`config.mk`:
```
export PLATFORM = sky130hd
export DESIGN_NAME = param_bit_rotator
export DESIGN_NICKNAME = d
export VERILOG_FILES = /design/src/rtl/rotator_pkg.sv /design/src/rtl/rot_step.sv /design/src/rtl/param_bit_rotator.sv
export SDC_FILE = /design/constraint.sdc
export NUM_CORES = 1
export LEC_CHECK = 0
export ABC_AREA = 1
export CAP_MARGIN = 5
export CELL_PAD_IN_SITES_DETAIL_PLACEMENT = 1
export CELL_PAD_IN_SITES_GLOBAL_PLACEMENT = 1
export CORE_AREA = 2 2 53 91
export CTS_CLUSTER_SIZE = 14
export DETAILED_ROUTE_END_ITERATION = 7
export DIE_AREA = 0 0 55 93
export PLACE_DENSITY = 0.77
export SYNTH_ARGS = -nofsm -noshare
export SYNTH_HDL_FRONTEND = slang
export SYNTH_SLANG_ARGS = --single-unit
```
`constraint.sdc`:
```
create_clock -name clk -period 1.3 [get_ports clk]
set_clock_uncertainty 0.2 [all_clocks]
set_input_delay 0.26 -clock clk [delete_from_list [all_inputs] [get_ports clk]]
set_output_delay 0.26 -clock clk [all_outputs]
set_load 0.02 [all_outputs]
```
`src/rtl/rotator_pkg.sv`:
```
// Shared encodings for the parameterised bit rotator: operation modes,
// direction constants and the controller state type.
package rotator_pkg;

  typedef enum logic [1:0] {
    MODE_ROT     = 2'b00,
    MODE_LSH     = 2'b01,
    MODE_ASH     = 2'b10,
    MODE_ROT_ALT = 2'b11
  } mode_e;

  localparam logic DIR_LEFT  = 1'b0;
  localparam logic DIR_RIGHT = 1'b1;

  typedef enum logic {
    ST_IDLE = 1'b0,
    ST_RUN  = 1'b1
  } state_e;

  // Shift modes saturate their step count at WIDTH; rotates wrap modulo WIDTH.
  function automatic logic is_shift(mode_e m);
    return (m == MODE_LSH) || (m == MODE_ASH);
  endfunction

endpackage

```
`src/rtl/rot_step.sv`:
```
// One-position move of a WIDTH-bit word: rotate, logical shift or
// arithmetic shift, left or right. Purely combinational.
module rot_step
  import rotator_pkg::*;
#(
  parameter int WIDTH = 8
) (
  input  logic [WIDTH-1:0] data_i,
  input  mode_e            mode_i,
  input  logic             dir_i,
  output logic [WIDTH-1:0] data_o
);

  logic fill_lsb;
  logic fill_msb;

  // Pick the bit entering the vacated end, then assemble the moved word.
  always_comb begin
    fill_lsb = 1'b0;
    fill_msb = 1'b0;
    unique case (mode_i)
      MODE_ROT, MODE_ROT_ALT: begin
        fill_lsb = data_i[WIDTH-1];
        fill_msb = data_i[0];
      end
      MODE_LSH: begin
        fill_lsb = 1'b0;
        fill_msb = 1'b0;
      end
      MODE_ASH: begin
        // Left arithmetic shift is the same as a logical left shift.
        fill_lsb = 1'b0;
        fill_msb = data_i[WIDTH-1];
      end
      default: begin
        fill_lsb = 1'b0;
        fill_msb = 1'b0;
      end
    endcase

    if (dir_i == DIR_LEFT) begin
      data_o = {data_i[WIDTH-2:0], fill_lsb};
    end else begin
      data_o = {fill_msb, data_i[WIDTH-1:1]};
    end
  end

endmodule

```
`src/rtl/param_bit_rotator.sv`:
```
// Multi-cycle bit rotator/shifter: accepts an operand in IDLE, moves it one
// position per clock in RUN, then publishes the result with a one-cycle done.
module param_bit_rotator
  import rotator_pkg::*;
#(
  parameter int WIDTH = 8,
  parameter int AW    = $clog2(WIDTH) + 1
) (
  input  logic             clk,
  input  logic             reset,
  input  logic             start,
  input  logic [WIDTH-1:0] data_in,
  input  logic [AW-1:0]    amount,
  input  logic             rotate_dir,
  input  logic [1:0]       mode,
  output logic             in_ready,
  output logic             busy,
  output logic             done,
  output logic [WIDTH-1:0] data_out
);

  localparam logic [AW-1:0] WIDTH_A = AW'(WIDTH);

  state_e           state_q;
  state_e           state_d;
  logic [WIDTH-1:0] work_q;
  logic [AW-1:0]    cnt_q;
  logic [AW-1:0]    steps_d;
  logic             dir_q;
  mode_e            mode_q;
  mode_e            mode_in;
  logic [WIDTH-1:0] data_out_q;
  logic             done_q;
  logic [WIDTH-1:0] step_out;
  logic             accept;

  assign mode_in = mode_e'(mode);
  assign accept  = (state_q == ST_IDLE) && start;

  // Step count for the incoming request: shifts saturate at WIDTH, rotates wrap.
  always_comb begin
    steps_d = '0;
    if (is_shift(mode_in)) begin
      steps_d = (amount > WIDTH_A) ? WIDTH_A : amount;
    end else begin
      steps_d = amount % WIDTH_A;
    end
  end

  rot_step #(
    .WIDTH(WIDTH)
  ) u_step (
    .data_i(work_q),
    .mode_i(mode_q),
    .dir_i (dir_q),
    .data_o(step_out)
  );

  // Controller state register.
  always_ff @(posedge clk or posedge reset) begin
    if (reset) begin
      state_q <= ST_IDLE;
    end else begin
      state_q <= state_d;
    end
  end

  // Next-state logic: leave IDLE on start, leave RUN once the counter is spent.
  always_comb begin
    state_d = state_q;
    unique case (state_q)
      ST_IDLE: if (start) state_d = ST_RUN;
      ST_RUN:  if (cnt_q == '0) state_d = ST_IDLE;
      default: state_d = ST_IDLE;
    endcase
  end

  // Handshake outputs decoded from the current state.
  always_comb begin
    in_ready = (state_q == ST_IDLE);
    busy     = (state_q == ST_RUN);
  end

  // Working register, step counter, latched controls and the published result.
  always_ff @(posedge clk or posedge reset) begin
    if (reset) begin
      work_q     <= '0;
      cnt_q      <= '0;
      dir_q      <= DIR_LEFT;
      mode_q     <= MODE_ROT;
      data_out_q <= '0;
      done_q     <= 1'b0;
    end else begin
      done_q <= 1'b0;
      if (accept) begin
        work_q <= data_in;
        cnt_q  <= steps_d;
        dir_q  <= rotate_dir;
        mode_q <= mode_in;
      end else if (state_q == ST_RUN) begin
        if (cnt_q != '0) begin
          work_q <= step_out;
          cnt_q  <= cnt_q - AW'(1);
        end else begin
          data_out_q <= work_q;
          done_q     <= 1'b1;
        end
      end
    end
  end

  assign done     = done_q;
  assign data_out = data_out_q;

endmodule

```
==> metrics.md <==
| Metric | Value |
|---|---|
| Register area | roughly 630 um2 |
| Number of synthesis warnings | 0 |
| Hold_buf cts | 0 |
| Placed Instances | between 200 and 300 |
| Seq/Total Area, Yosys | 0.463 |
| Cell count after synthesis | around 180 |
| Die area | approximately 5100 um2 |
| Post-DP HPWL | roughly 2800 um |
| Most frequent cells in the layout | nand2_1, dfrtp_1, buf_4, nand2_2, clkdlybuf4s50_1 |
| Final setup fails | 26 |
| Clock Sinks | 25 |
| Skew-Pair Late Insertion Delay | about 270 ps |
| FILL cells | 559 |
| Total CTS buffers | 3 |
| H-tree levels | 1 |
| FF+latch count, synth | 25 |
| Cell Rows | 32 |
| Startpoint types | flop |
| Area of the multi-input gates | between 700 and 800 um2 |
| Crit path to | work_q[2] |
| Max Freq | 679 MHz |
| Top-area cell type share of the netlist area | 0.463 |
| Syn Nets | a little over 200 |
| Worst vdd ir | ~1.2 mV |
| Max-slew headroom | 0.792 |
| Power per cell area | 2290 nW/um2 |
| Area Growth Syn to Fin | 57.0% |
| R2r setup slk | -170 ps |
| Drt via density | ~4.8 |
| Routability cong. | roughly 0.8 |
| Die width | around 55 um |
| Fin Setup TNS | -2970 ps |
| Status | complete, but fails checks |
| Crit-path max FO | 7 |
| Clk root buf | clkbuf_8 |
| TritonCTS clock tree | yes |
| Final worst path period share | 1.13 |
| Clock transition at path regs | about 100 ps |
| Most common cell after layout, fill and taps aside | nand2_1 |
| Critical R2R Launch | busy |
| Synth unique cells | 19 |
| Data required time at the worst endpoint | roughly 1300 ps |
| Crit path kind | reg -> reg |
| Violated checks | negative setup slack |
| Number of max-cap violations | 0 |
| Port-buffer cells | 28 |
| Reg2Reg Depth | 7 |
| Drt total wl | a little under 4000 um |
| Endpoint type of the worst setup path | flop |
| Number of global-route vias before repair | around 1,400 |
| Detailed Routing Iterations Pass 1 | 4 |
| Final non-filler cell total | roughly 290 |
| Hold Crit Class | in -> async |
| Final hold vios | 0 |
| Initial Utilization | 0.307 |
| Post-DRT Antenna Nets | 0 |
| Hold_ws | approximately 130 ps |
| Congestion Overflow GR | 0 |
| Nets@finish | about 260 |
| Antenna violations before repair | 0 |
| Worst-Margin Slew | between 300 and 400 ps |
| WL per Instance | 13.7 um |
| Initial drt markers | 7 |
| Layout cell share with drive strength beyond 1 | 0.345 |
| Synth area leader | dfrtp_1 |
| Crit path from | busy |
| Leakage | between 1 and 1.5 nW |
| CP arrival | 1490 ps |
| Mapped Area | approximately 1400 um2 |
| Final Worst Setup Slack | -172 ps |
| DRC viols | 0 |
| Worst slack, placed | -448 ps |
| Mean Syn Cell Area | around 7.3 um2 |
| Core area | 4400 um2 |
| First-pass GRT wire length | ~6100 um |
| Max Root-Sink Buffers | 2 |
| Reg-to-reg endpoint | work_q[2] |
| Io pins | 29 |
| Count of pins over their slew limit | 0 |
| Largest net degree at the start of global routing | 26 |
| Synth area leaders | dfrtp_1, nand2_1, o21ai_0, inv_1, nor2_1 |
| Minimum clock period | 1470 ps |
| Ant diodes | 0 |
| Overall global routing resource usage | 0.160 |
| Vias | 1,376 |
| RSZ-0062 raised after global routing | true |
| Die H | between 90 and 100 um |
## sequential cells by signal (all words and copies together), names as in the netlist
| name | cells |
|---|---|
| busy | 1 |
| cnt_q | 4 |
| data_out | 8 |
| dir_q | 1 |
| done | 1 |
| mode_q | 2 |
| work_q | 8 |
## cell type report
type | instances | area share
multi-input cells | 132 | 0.341
flip-flops and latches | 25 | 0.295
repair buffers | 56 | 0.269
inverters | 21 | 0.0407
well taps | 51 | 0.0301
clock buffers | 3 | 0.0195
clock inverters | 1 | 0.00354
## report_power, final
group	switching, mW	internal, mW
combinational	1.51	1.36
clock	0.274	0.217
sequential	0.329	1.15
## layer usage
layer | track usage | share of wire | vias to the layer above
met3 | 0.0144 | 0.013 | 4
met5 | 0 | 0 | -
met2 | 0.294 | 0.57 | 22
met1 | 0.179 | 0.41 | 677
li1 | - | - | 673
met4 | 0.0569 | 0.016 | 0
## worst min-delay path by stage
stage	endpoint	startpoint	slack (ps)	cells after the start
global placement	data_out[1]	data_out[1]	270	2
floorplan	cnt_q[0]	reset	90	1
finish	data_out[7]	reset	130	3
global route	data_out[7]	reset	150	3
detailed placement	data_out[1]	data_out[1]	270	2
CTS	cnt_q[0]	reset	130	3
## critical path: stages (launching register included)
cell and delay (ps):
dfrtp_2 440, buf_6 140, nor2_1 160, inv_2 100
nand2_8 110, buf_8 150, nand2_2 60, nand2_2 60
## through the flow
step                 util  power [mW]  cell area, um2
CTS                 0.445        4.46            1960
global route        0.482        5.27            2120
global placement    0.425        3.77            1870
detailed placement  0.425        3.88            1870
floorplan               -        2.86            1370
finish              0.482        4.85            2120
## timing repair
item                       4_1_cts  5_1_grt
setup endpoints to repair       35       34
setup buffers                    0        5
gates resized for setup         71       36
pin swaps                        8        4
cloned                           0        1
## kinds of logic (layout without fill, tap and decap cells)
logic type | after synthesis | after routing | share of synthesized area
AND/OR/NAND/NOR | 103 | 103 | 0.314
buffers and inverters | 27 | 81 | 0.0917
AO/OA/AOI/OAI | 25 | 25 | 0.0944
flip-flops | 25 | 25 | 0.463
adder cells (fa/ha/maj) | 4 | 4 | 0.0370
## cells in the mapped netlist
library cell	instances
dfrtp_1	25
buf_6	2
inv_1	16
nor2_2	1
o211ai_1	1
nand2_2	1
or2_1	1
nand2_4	2
ha_1	4
inv_2	5
nand3_2	1
nand3_1	5
buf_2	3
o21ai_1	7
or2_2	1
buf_4	1
o21ai_0	17
nor2_1	15
nand2_1	76
No activity file was read; power rests on OpenSTA's default activity.
